[src/rtl/ecliptic_minmax_reduce.sv]
// ecliptic_minmax_reduce
// Streaming IEEE-754 min/max reduction. It accepts a burst of 1..MAX_N operands,
// one per cycle, ended by 'last' or by reaching MAX_N operands. One cycle after the
// final operand it pulses 'ack' and presents the minimum, maximum, count and flags.
// NaN operands are ignored for ordering, as in RISC-V fmin/fmax. -0 orders below +0.
// When no operand in the burst is a number, both results are the canonical NaN.
// An sNaN anywhere in the burst raises nv.
// Optional feature: define ECLIPTIC_REDUCE_INDEX_EN to track the 0-based burst index
// of the selected minimum and maximum. Without it, min_idx/max_idx are constant 0.
module ecliptic_minmax_reduce #(
    parameter int EXP_W  = 8,
    parameter int FRAC_W = 23,
    parameter int MAX_N  = 16,
    localparam int W     = 1 + EXP_W + FRAC_W,
    localparam int CNT_W = $clog2(MAX_N + 1)
) (
    input  logic             clk,
    input  logic             nrst,
    input  logic             req,
    input  logic [W-1:0]     src,
    input  logic             last,
    output logic             busy,
    output logic             ack,
    output logic [W-1:0]     minimum,
    output logic [W-1:0]     maximum,
    output logic [CNT_W-1:0] count,
    output logic             nv,
    output logic             overflow,
    output logic [CNT_W-1:0] min_idx,
    output logic [CNT_W-1:0] max_idx
);

    localparam logic [W-1:0] CANON_NAN = {1'b0, {EXP_W{1'b1}}, 1'b1, {(FRAC_W-1){1'b0}}};
    localparam logic [CNT_W-1:0] MAX_CNT = CNT_W'(MAX_N);

    typedef enum logic [1:0] {IDLE, ACCUM, DONE} stateT;

    stateT             state;
    logic              haveNum;
    logic [W-1:0]      accMin;
    logic [W-1:0]      accMax;
    logic [CNT_W-1:0]  accCnt;
    logic              accNv;

    logic              baseHave;
    logic [W-1:0]      baseMin;
    logic [W-1:0]      baseMax;
    logic [CNT_W-1:0]  baseCnt;
    logic              baseNv;
    logic              srcNan;
    logic              srcSnan;
    logic              minUpd;
    logic              maxUpd;
    logic              nxtHave;
    logic [W-1:0]      nxtMin;
    logic [W-1:0]      nxtMax;
    logic [CNT_W-1:0]  nxtCnt;
    logic              nxtNv;
    logic              hitMax;
    logic              finalOp;

    // Strict sign-magnitude "a < b" on raw encodings of non-NaN values. A sign
    // difference is decided by the sign alone, which makes -0 < +0.
    function automatic logic lessThan(input logic [W-1:0] a, input logic [W-1:0] b);
        if (a[W-1] != b[W-1]) begin
            return a[W-1];
        end else if (a[W-1]) begin
            return a[W-2:0] > b[W-2:0];
        end else begin
            return a[W-2:0] < b[W-2:0];
        end
    endfunction

    // Fold the incoming operand into the running state. A burst starts fresh in IDLE.
    // Only a strictly better value replaces the current one, so the first of equal values wins.
    always_comb begin
        baseHave = (state == ACCUM) ? haveNum : 1'b0;
        baseMin  = (state == ACCUM) ? accMin  : '0;
        baseMax  = (state == ACCUM) ? accMax  : '0;
        baseCnt  = (state == ACCUM) ? accCnt  : '0;
        baseNv   = (state == ACCUM) ? accNv   : 1'b0;
        srcNan   = (src[W-2:FRAC_W] == {EXP_W{1'b1}}) && (src[FRAC_W-1:0] != '0);
        srcSnan  = srcNan && !src[FRAC_W-1];
        minUpd   = !srcNan && (!baseHave || lessThan(src, baseMin));
        maxUpd   = !srcNan && (!baseHave || lessThan(baseMax, src));
        nxtHave  = baseHave || !srcNan;
        nxtMin   = minUpd ? src : baseMin;
        nxtMax   = maxUpd ? src : baseMax;
        nxtCnt   = baseCnt + CNT_W'(1);
        nxtNv    = baseNv || srcSnan;
        hitMax   = (nxtCnt == MAX_CNT);
        finalOp  = last || hitMax;
    end

    // Burst FSM plus the accumulators and the result registers. Results load
    // together with the ack pulse and hold until the next ack or reset.
    always_ff @(posedge clk) begin
        if (!nrst) begin
            state    <= IDLE;
            haveNum  <= 1'b0;
            accMin   <= '0;
            accMax   <= '0;
            accCnt   <= '0;
            accNv    <= 1'b0;
            busy     <= 1'b0;
            ack      <= 1'b0;
            minimum  <= '0;
            maximum  <= '0;
            count    <= '0;
            nv       <= 1'b0;
            overflow <= 1'b0;
        end else begin
            ack  <= 1'b0;
            busy <= 1'b0;
            case (state)
                IDLE, ACCUM: begin
                    if (req) begin
                        haveNum <= nxtHave;
                        accMin  <= nxtMin;
                        accMax  <= nxtMax;
                        accCnt  <= nxtCnt;
                        accNv   <= nxtNv;
                        if (finalOp) begin
                            state    <= DONE;
                            busy     <= 1'b1;
                            ack      <= 1'b1;
                            minimum  <= nxtHave ? nxtMin : CANON_NAN;
                            maximum  <= nxtHave ? nxtMax : CANON_NAN;
                            count    <= nxtCnt;
                            nv       <= nxtNv;
                            overflow <= hitMax && !last;
                        end else begin
                            state <= ACCUM;
                        end
                    end
                end
                DONE:    state <= IDLE;
                default: state <= IDLE;
            endcase
        end
    end

`ifdef ECLIPTIC_REDUCE_INDEX_EN
    logic [CNT_W-1:0] accMinIdx;
    logic [CNT_W-1:0] accMaxIdx;
    logic [CNT_W-1:0] nxtMinIdx;
    logic [CNT_W-1:0] nxtMaxIdx;

    // The index of the operand is the count before it, taken whenever that operand wins.
    always_comb begin
        nxtMinIdx = minUpd ? baseCnt : ((state == ACCUM) ? accMinIdx : '0);
        nxtMaxIdx = maxUpd ? baseCnt : ((state == ACCUM) ? accMaxIdx : '0);
    end

    // Track the winning indices in step with the value accumulators.
    always_ff @(posedge clk) begin
        if (!nrst) begin
            accMinIdx <= '0;
            accMaxIdx <= '0;
            min_idx   <= '0;
            max_idx   <= '0;
        end else if (state != DONE && req) begin
            accMinIdx <= nxtMinIdx;
            accMaxIdx <= nxtMaxIdx;
            if (finalOp) begin
                min_idx <= nxtMinIdx;
                max_idx <= nxtMaxIdx;
            end
        end
    end
`else
    assign min_idx = '0;
    assign max_idx = '0;
`endif

endmodule

[config.mk]
export PLATFORM = sky130hd
export DESIGN_NAME = ecliptic_minmax_reduce
export DESIGN_NICKNAME = d
export VERILOG_FILES = /design/src/rtl/ecliptic_minmax_reduce.sv
export SDC_FILE = /design/constraint.sdc
export NUM_CORES = 1
export LEC_CHECK = 0
export BUFFER_PORTS_ARGS = -buffer_cell sky130_fd_sc_hd__buf_2
export CORE_UTILIZATION = 41
export CTS_CLUSTER_SIZE = 40
export DETAILED_ROUTE_END_ITERATION = 16
export PLACE_DENSITY = 0.58
export SYNTH_ARGS = -nofsm -noshare
export SYNTH_HDL_FRONTEND = slang
export SYNTH_SLANG_ARGS = --single-unit
[constraint.sdc]
create_clock -name clk -period 9.2 [get_ports clk]
set_clock_uncertainty 0.15 [all_clocks]
set_input_delay 1.38 -clock clk [delete_from_list [all_inputs] [get_ports clk]]
set_output_delay 1.38 -clock clk [all_outputs]
set_load 0.01 [all_outputs]
==> results of run 1 <==
final timing paths:
| path | depth (start not counted) | end | slack (ps) | start |
|---|---|---|---|---|
| worst min register to register | 2 | accMax[31] | 310 | accMax[31] |
| worst max-delay path | 13 | minimum[6] | 4590 | state[0] |
| worst max register to register | 13 | minimum[6] | 4590 | state[0] |
| worst min-delay path | 2 | accMax[31] | 310 | accMax[31] |
flip-flops by register name, summed over array words and instances, names as in the netlist:
signal    cells
accCnt        5
accMax       32
accMin       32
accNv         1
ack           1
count         5
haveNum       1
maximum      32
minimum      32
nv            1
overflow      1
state         2
layer usage:
| layer | global-route usage | vias to the layer above | part of all wire |
|---|---|---|---|
| li1 | - | 3492 | - |
| met1 | 0.305 | 3393 | 0.49 |
| met2 | 0.363 | 175 | 0.45 |
| met3 | 0.0381 | 23 | 0.040 |
| met4 | 0.0595 | 0 | 0.013 |
| met5 | 0 | - | 0 |
synth_stat cells (all sizes together), types with 26 or more instances:
library cell | n | area share
clkbuf | 42 | 0.020
o21ai | 28 | 0.018
nor2 | 52 | 0.025
and2 | 56 | 0.044
nand3 | 75 | 0.047
o211ai | 35 | 0.033
nand2 | 75 | 0.036
inv | 35 | 0.017
dfxtp | 145 | 0.36
mux2i | 26 | 0.033
nand4 | 47 | 0.038
a22o | 31 | 0.034
ha | 63 | 0.099
a21oi | 38 | 0.024
buf | 42 | 0.033
power groups by stage:
| stage | Clock, mW | Combinational, mW | Sequential, mW |
|---|---|---|---|
| after floorplan | 0 | 0.125 | 0.703 |
| after global placement | 0 | 0.197 | 0.700 |
| after detailed placement | 0 | 0.199 | 0.699 |
| after CTS | 0.762 | 0.200 | 0.686 |
| after global routing | 0.786 | 0.221 | 0.691 |
| final | 0.748 | 0.199 | 0.686 |
metrics by stage:
stage	instances	instance area (um2)	power (mW)	worst slack [ps]
6_report	1247	9200	1.63	4590
5_1_grt	1247	9200	1.70	4150
4_1_cts	1247	9200	1.65	4590
3_5_place_dp	1215	8570	0.899	4230
3_3_place_gp	1215	8570	0.897	4180
2_1_floorplan	919	8000	0.828	5500
worst max-delay path, delay by kind of cell (launching register included):
| kind | cells | cell delay, ps |
|---|---|---|
| flops | 1 | 380 |
| buf+inv | 2 | 1160 |
| simple gates | 3 | 440 |
| compound gates | 6 | 1780 |
| mux | 1 | 190 |
| fa+ha+maj | 1 | 330 |
cell type report:
class,instances,share of cell area
clock buffer,19,0.0492
tap,260,0.0353
multi-input combinational,655,0.497
inverter,35,0.0143
sequential,145,0.315
timing repair buffer,120,0.0688
clock inverter,13,0.0200
cell families after synthesis:
logic type,count (synthesis)
AO/OA/AOI/OAI,218
XOR/XNOR,4
adder cells (fa/ha/maj),63
buffers and inverters,119
flip-flops,145
multiplexers,26
other,1
AND/OR/NAND/NOR,334
==> out/metrics.cfg, run 1 <==
[pwr]
power_frac_comb = 0.122
p_leak_nw = 3.96
p_int_mw = 1.21
netSwitchingFraction = 0.262
seq_power_share = 0.420
switching_power_mw = 0.428
powerDensity_nw_per_um2 = 177
vdd.ir_drop.worst_v = 0.000124
clkPwrFrac = 0.458

[placed_design]
portBuffers = 108
place.detailed.hpwl_um = 14300
place_congestion = 0.794

[drt]
route.detailed.drc = 0
antenna_left = 0
via_count = 7083
drtIter0Drc = 467
viasPerCell = 5.68
wl_per_cell_um = 17.6
drt-total-wl_um = 22000
drt_pre_antenna_iters = 5

[floorplanning]
num_io_pins = 119
die_x_um = 141
dieArea_um2 = 20000
coreArea_um2 = 18900
start_util = 0.421
die_y_um = 141
std_cell_rows = 50

[synth]
yosys_warnings = 0
synth_area_um2 = 7960
yosysSeqAreaShare = 0.365
synthSimpleGateAreaFrac = 0.214
synth_top_family_by_area = compound AO/OA/AOI/OAI gates
muxShareOfSynthArea = 0.0327
synth-adder-area-share = 0.0990
synth-compound-area-share = 0.215
avgSynthCellArea_um2 = 8.75
synth_edf_count = 0
ys_ff_latch = 145
synth_xor_area_frac = 0.00440
synth_cells = 910
async_reset_ff_frac = 0
synth.distinct_cells = 48
yosys_most_used_dff = dfxtp_1

[final_layout]
drive_gt1_frac = 0.177
mostFrequentLayoutCell = dfxtp_1
nets = 1073
area_growth_pct = 15.6
post-route-util = 0.487
layout_common_cells = dfxtp_1, buf_2, nand3_1
multi_input_area_um2 = 4570
register_area_um2 = 2900
nFillCells = 1869
antenna_cells = 0

[cts]
clk_latency_ps = 430
clk_pin_slew_ps = 60
cts_setup_buffers = 0
tritoncts = done
cts_root_buffer = clkbuf_16
cts_hold_buf = 0
clkSinkCount = 145
htreeDepth = 4
numCtsBuffers = 17
ctsLongestPathBuffers = 2
cts_resized = 0

[job]
cap_violations = 0

[grt]
antenna_found_initial = 0
first_global_vias = 6686
overflow = 0
grt_pass1_wl_um = 35200
grt_max_degree = 81
gr-usage-all-layers = 0.224

[sta]
hold_viol_final = 0
fin_tns_setup_ps = 0
worstMarginPinSlew_ps = 1050
setup_viol = 0
hold_ws_ps = 307
final_max_slew_viol_count = 0
rsz0062_at_grt = no
post-route-period-util = 0.501
clock.fmax_ghz = 0.217
min_period_ps = 4610
slew-limit-headroom = 0.296

[critical_path]
cp_slowest_cell = buf_4
critPathCaptureType = register
critical_path_class = register to register
critPathMaxStageDelay_ps = 700
cp.arrival_ps = 4780
cp_cell_sequence = nor2b_4, buf_4, nand2_1, ha_1, a211oi_1, o211ai_1, o311ai_1, nand2_1, o21ai_0, o311a_4, buf_4, mux2i_1, a32o_1
worst_ep_required_time_ps = 9370
worstSetupStartpointType = register
crit_fanout = 63

[min_path]
hold_class = register to register

[status]
status = complete, no violations

Note: power is estimated with default switching activity, not from simulation.
==> inputs of run 2 (changes only) <==
==> constraint.sdc (replaced) <==
create_clock -name clk -period 4.8 [get_ports clk]
set_clock_uncertainty 0.15 [all_clocks]
set_input_delay 0.72 -clock clk [delete_from_list [all_inputs] [get_ports clk]]
set_output_delay 0.72 -clock clk [all_outputs]
set_load 0.01 [all_outputs]
==> out/metrics.cfg, run 2 (synthesis results as in run 1) <==
[final_layout]
nets = 1084  ; +1.0%
nFillCells = 1901  ; +1.7%
layout_common_cells = dfxtp_1, buf_2, nand3_1
mostFrequentLayoutCell = dfxtp_1
drive_gt1_frac = 0.185  ; +0.00725
antenna_cells = 0  ; unchanged
area_growth_pct = 16.9

[job]
cap_violations = 0  ; unchanged

[grt]
met1_usage = 0.317  ; +0.0120
first_global_vias = 6838  ; +2.3%
use_met3 = 0.0422  ; +0.00405
gr-usage-all-layers = 0.229  ; +0.00570
grt.busiest_layer = met2
grt_max_degree = 103  ; +27%
grt_pass1_wl_um = 36000  ; +2.3%
overflow = 0  ; unchanged
grtUsageMet2 = 0.362  ; -0.000782
antenna_found_initial = 0  ; unchanged

[sta]
fin_ws_ps = 869  ; -3720 ps
hold_viol_final = 0  ; unchanged
fin_tns_setup_ps = 0  ; unchanged
post-route-period-util = 0.819  ; +0.318
rsz0062_at_grt = no
worstMarginPinSlew_ps = 1070  ; +19.4 ps
clock.fmax_ghz = 0.254  ; +17%
final_max_slew_viol_count = 0  ; unchanged
slew-limit-headroom = 0.285  ; -0.0113
setup_viol = 0  ; unchanged
min_period_ps = 3930  ; -676 ps

[pwr]
powerDensity_nw_per_um2 = 335  ; +89%
p_int_mw = 2.31  ; +92%
p_leak_nw = 4.04  ; +1.8%
switching_power_mw = 0.812  ; +90%
clkPwrFrac = 0.454  ; -0.004
vdd.ir_drop.worst_v = 0.000238  ; +92%
seq_power_share = 0.421  ; about the same
power_frac_comb = 0.125  ; +0.003
netSwitchingFraction = 0.260  ; -0.00206

[critical_path]
critPathCaptureType = register
crit_fanout = 45  ; -29%
worst_ep_required_time_ps = 4970  ; -4400 ps
startpoint = state[0]
cp.arrival_ps = 4100  ; -680 ps
ff2ff_setup_slack_ps = 870  ; -3720 ps
worstReg2RegStart = state[0]
worstSetupStartpointType = register
critical_path_class = register to register

[drt]
wl_per_cell_um = 17.6  ; -0.22%
viasPerCell = 5.67  ; -0.12%
via_count = 7131  ; +0.68%
antenna_left = 0  ; unchanged
route.detailed.drc = 0  ; unchanged
drtIter0Drc = 548  ; +17%
drt-total-wl_um = 22100  ; +0.58%
drt_pre_antenna_iters = 5  ; unchanged

[cts]
htreeDepth = 4  ; unchanged
cts_root_buffer = clkbuf_16
numCtsBuffers = 17  ; unchanged
clk_pin_slew_ps = 60  ; about the same
tritoncts = done
cts_setup_buffers = 0  ; unchanged
cts_hold_buf = 0  ; unchanged
clkSinkCount = 145  ; unchanged
clk_latency_ps = 430  ; about the same
cts_resized = 0  ; unchanged
ctsLongestPathBuffers = 2  ; unchanged

[floorplanning]
coreArea_um2 = 18900  ; unchanged
dieArea_um2 = 20000  ; unchanged
start_util = 0.421  ; unchanged
std_cell_rows = 50  ; unchanged
die_y_um = 141  ; unchanged
num_io_pins = 119  ; unchanged
die_x_um = 141  ; unchanged

[min_path]
hold_class = register to register
hold_path.startpoint = minimum[13]

[status]
status = complete, no violations

[placed_design]
dp_slack_ps = 888  ; -3340 ps
portBuffers = 108  ; unchanged
place.detailed.hpwl_um = 14800  ; +3.6%
place_congestion = 0.832  ; +4.8%

==> run 2: cell types whose count changed in the layout (fill, tap and decap cells not counted), moves of 2 or more <==
| cell | delta |
|---|---|
| buf_4 | +7 |
| clkinv_2 | +2 |
| clkinvlp_4 | -2 |
| buf_12 | +4 |
==> run 2: path summary, 6_finish.rpt <==
kind                                     to  cells past startpoint
worst max-delay path            minimum[16]                     14
worst min-delay path            minimum[13]                      1
worst max register to register  minimum[16]                     14
worst min register to register  minimum[13]                      1
==> run 2: cell type report <==
type,instances,area [um2],share of cell area
repair buffers,131,766,0.0822
clock buffers,20,457,0.0491
flip-flops and latches,145,2900,0.312
well taps,260,325,0.0349
multi-input cells,655,4570,0.491
inverters,35,131,0.0141
clock inverters,11,161,0.0173
==> run 2: routing by layer <==
metal  part of all wire  routed length [um]
met2               0.45                9920
met4              0.012                 258
met1               0.50               11100
met3              0.039                 853
met5                  0                   0
==> run 2: power groups by stage <==
| stage | clock [mW] | sequential [mW] | combinational (mW) |
|---|---|---|---|
| global placement | 0 | 1.34 | 0.387 |
| CTS | 1.44 | 1.32 | 0.392 |
| global route | 1.49 | 1.32 | 0.437 |
| detailed placement | 0 | 1.34 | 0.390 |
| finish | 1.42 | 1.32 | 0.390 |
| floorplan | 0 | 1.35 | 0.240 |
==> run 2: per-stage QoR <==
step	std cells	hold slack [ps]	power (mW)	area, um2	util
2_1_floorplan	919	287	1.59	8000	-
3_3_place_gp	1226	295	1.73	8690	0.460
3_5_place_dp	1226	302	1.73	8690	0.460
4_1_cts	1257	312	3.14	9310	0.493
5_1_grt	1257	330	3.25	9310	0.493
6_report	1257	310	3.12	9310	0.493
==> run 2: worst max-delay path, stage by stage (launching register included) <==
cell and delay (ps):
dfxtp_1 380, nor2b_4 210, buf_4 220, buf_4 260, nand2_1 110, ha_1 290
a21oi_1 120, o21ai_0 110, a221oi_1 410, a21oi_1 150, o21ai_0 220, o311a_4 520
buf_12 280, mux2i_1 110, a32o_1 260
==> inputs of run 3 (changes only) <==
--- a/config.mk
+++ b/config.mk
@@ -9,7 +9,7 @@
 export CORE_UTILIZATION = 41
 export CTS_CLUSTER_SIZE = 40
 export DETAILED_ROUTE_END_ITERATION = 16
-export PLACE_DENSITY = 0.58
+export PLACE_DENSITY = 0.6
 export SYNTH_ARGS = -nofsm -noshare
 export SYNTH_HDL_FRONTEND = slang
 export SYNTH_SLANG_ARGS = --single-unit
==> constraint.sdc (replaced) <==
create_clock -name clk -period 3.4 [get_ports clk]
set_clock_uncertainty 0.15 [all_clocks]
set_input_delay 0.51 -clock clk [delete_from_list [all_inputs] [get_ports clk]]
set_output_delay 0.51 -clock clk [all_outputs]
set_load 0.01 [all_outputs]
==> out/metrics.cfg, run 3 (synthesis results as in run 1) <==
[final_layout]
layout_common_cells = dfxtp_1, buf_2, nand3_1
antenna_cells = 0  ; unchanged
nets = 1165  ; +7.5%
area_growth_pct = 33.7
post-route-util = 0.563  ; +0.0705
mostFrequentLayoutCell = dfxtp_1
drive_gt1_frac = 0.312  ; +0.127

[critical_path]
crit_fanout = 8  ; -82%
cp.arrival_ps = 3550  ; -550 ps
worst_ep_required_time_ps = 3570  ; -1400 ps
ff2ff_setup_slack_ps = 20  ; -850 ps
critPathCaptureType = register
critical_path_class = register to register
worstSetupStartpointType = register

[sta]
hold_viol_final = 0  ; unchanged
post-route-period-util = 0.995  ; +0.176
worstMarginPinSlew_ps = 917  ; -156 ps
fin_ws_ps = 16.3  ; -852 ps
slew-limit-headroom = 0.389  ; +0.104
min_period_ps = 3380  ; -548 ps
hold_ws_ps = 227  ; -82.3 ps
setup_viol = 0  ; unchanged
final_max_slew_viol_count = 0  ; unchanged
clock.fmax_ghz = 0.296  ; +16%
rsz0062_at_grt = yes

[pwr]
powerDensity_nw_per_um2 = 421  ; +26%
p_leak_nw = 4.47  ; +11%
p_int_mw = 3.28  ; +42%
vdd.ir_drop.worst_v = 0.000261  ; +10%
clkPwrFrac = 0.430  ; -0.024
power_frac_comb = 0.155  ; +0.030
seq_power_share = 0.415  ; -0.006
power_mw = 4.48  ; +44%
switching_power_mw = 1.20  ; +48%
netSwitchingFraction = 0.268  ; +0.00851

[placed_design]
place.detailed.hpwl_um = 15900  ; +7.5%
place_congestion = 0.842  ; +1.1%
dp_slack_ps = -153  ; -1040 ps
portBuffers = 108  ; unchanged

[cts]
clk_pin_slew_ps = 60  ; about the same
tritoncts = done
cts_hold_buf = 0  ; unchanged
numCtsBuffers = 17  ; unchanged
htreeDepth = 4  ; unchanged
ctsLongestPathBuffers = 2  ; unchanged
cts_root_buffer = clkbuf_16
clk_latency_ps = 430  ; about the same
clkSinkCount = 145  ; unchanged

[floorplanning]
coreArea_um2 = 18900  ; unchanged
die_y_um = 141  ; unchanged
dieArea_um2 = 20000  ; unchanged
start_util = 0.421  ; unchanged
std_cell_rows = 50  ; unchanged
die_x_um = 141  ; unchanged
num_io_pins = 119  ; unchanged

[drt]
drt-total-wl_um = 25000  ; +13%
drtIter0Drc = 620  ; +13%
wl_per_cell_um = 18.7  ; +6.3%
antenna_left = 0  ; unchanged
route.detailed.drc = 0  ; unchanged
viasPerCell = 5.77  ; +1.8%
via_count = 7726  ; +8.3%
drt_pre_antenna_iters = 5  ; unchanged

[grt]
grt_pass1_wl_um = 37100  ; +3.0%
gr-usage-all-layers = 0.235  ; +0.00562
first_global_vias = 7080  ; +3.5%
grt_max_degree = 91  ; -12%
antenna_found_initial = 0  ; unchanged
overflow = 0  ; unchanged

[status]
status = complete, no violations

[job]
cap_violations = 0  ; unchanged

[min_path]
hold_class = input pin to register

[run 3: routing by layer]
metal | routed length (um) | global-route usage
met5 | 0 | 0
met2 | 11100 | 0.362
met1 | 12000 | 0.332
met4 | 383 | 0.0778
met3 | 1550 | 0.0381
[run 3: worst paths after layout]
check                                  from  cells after the start           to
worst max register to register     state[0]                     14   maximum[0]
worst max-delay path               state[0]                     14   maximum[0]
worst min register to register  minimum[19]                      1  minimum[19]
worst min-delay path                   last                      3     overflow
[run 3: power groups by stage]
stage	clock network, mW	registers, mW	logic, mW
floorplan	0	1.90	0.345
global placement	0	1.89	0.594
detailed placement	0	1.89	0.600
CTS	1.95	1.86	0.611
global route	2.02	1.87	0.755
finish	1.93	1.86	0.693
[run 3: layout make-up]
| class | instances | area, um2 |
|---|---|---|
| clock inverters | 10 | 135 |
| clock buffers | 21 | 460 |
| flip-flops and latches | 145 | 2900 |
| fillers | 1731 | 8250 |
| multi-input cells | 658 | 5080 |
| repair buffers | 209 | 1610 |
| inverters | 35 | 131 |
| well taps | 260 | 325 |
[run 3: repair_timing]
| action | in CTS | in global routing |
|---|---|---|
| cloned | 0 | 10 |
| endpoints found under the setup margin | 88 | 124 |
| gates resized for setup | 16 | 87 |
| hold endpoints to repair | 0 | 0 |
| pin swaps | 5 | 20 |
| setup buffers | 0 | 17 |
[run 3: metrics by stage]
stage	instance area, um2	TNS (ps)	cells
6_report	10600	0	1338
5_1_grt	10600	-1620	1338
4_1_cts	9850	-5.94	1311
3_5_place_dp	9200	-5930	1280
3_3_place_gp	9200	-1970	1280
2_1_floorplan	8050	0	919
[run 3: worst max-delay path, stage by stage, from the launching register on]
cell	delay (ps)
dfxtp_2	320
nor2b_4	140
buf_8	150
buf_12	130
and2_4	160
ha_4	260
nand4_1	230
nor4_4	450
nand3_1	160
o21ai_2	100
a311oi_2	70
a21o_4	290
buf_6	130
and3_4	230
a221o_1	310
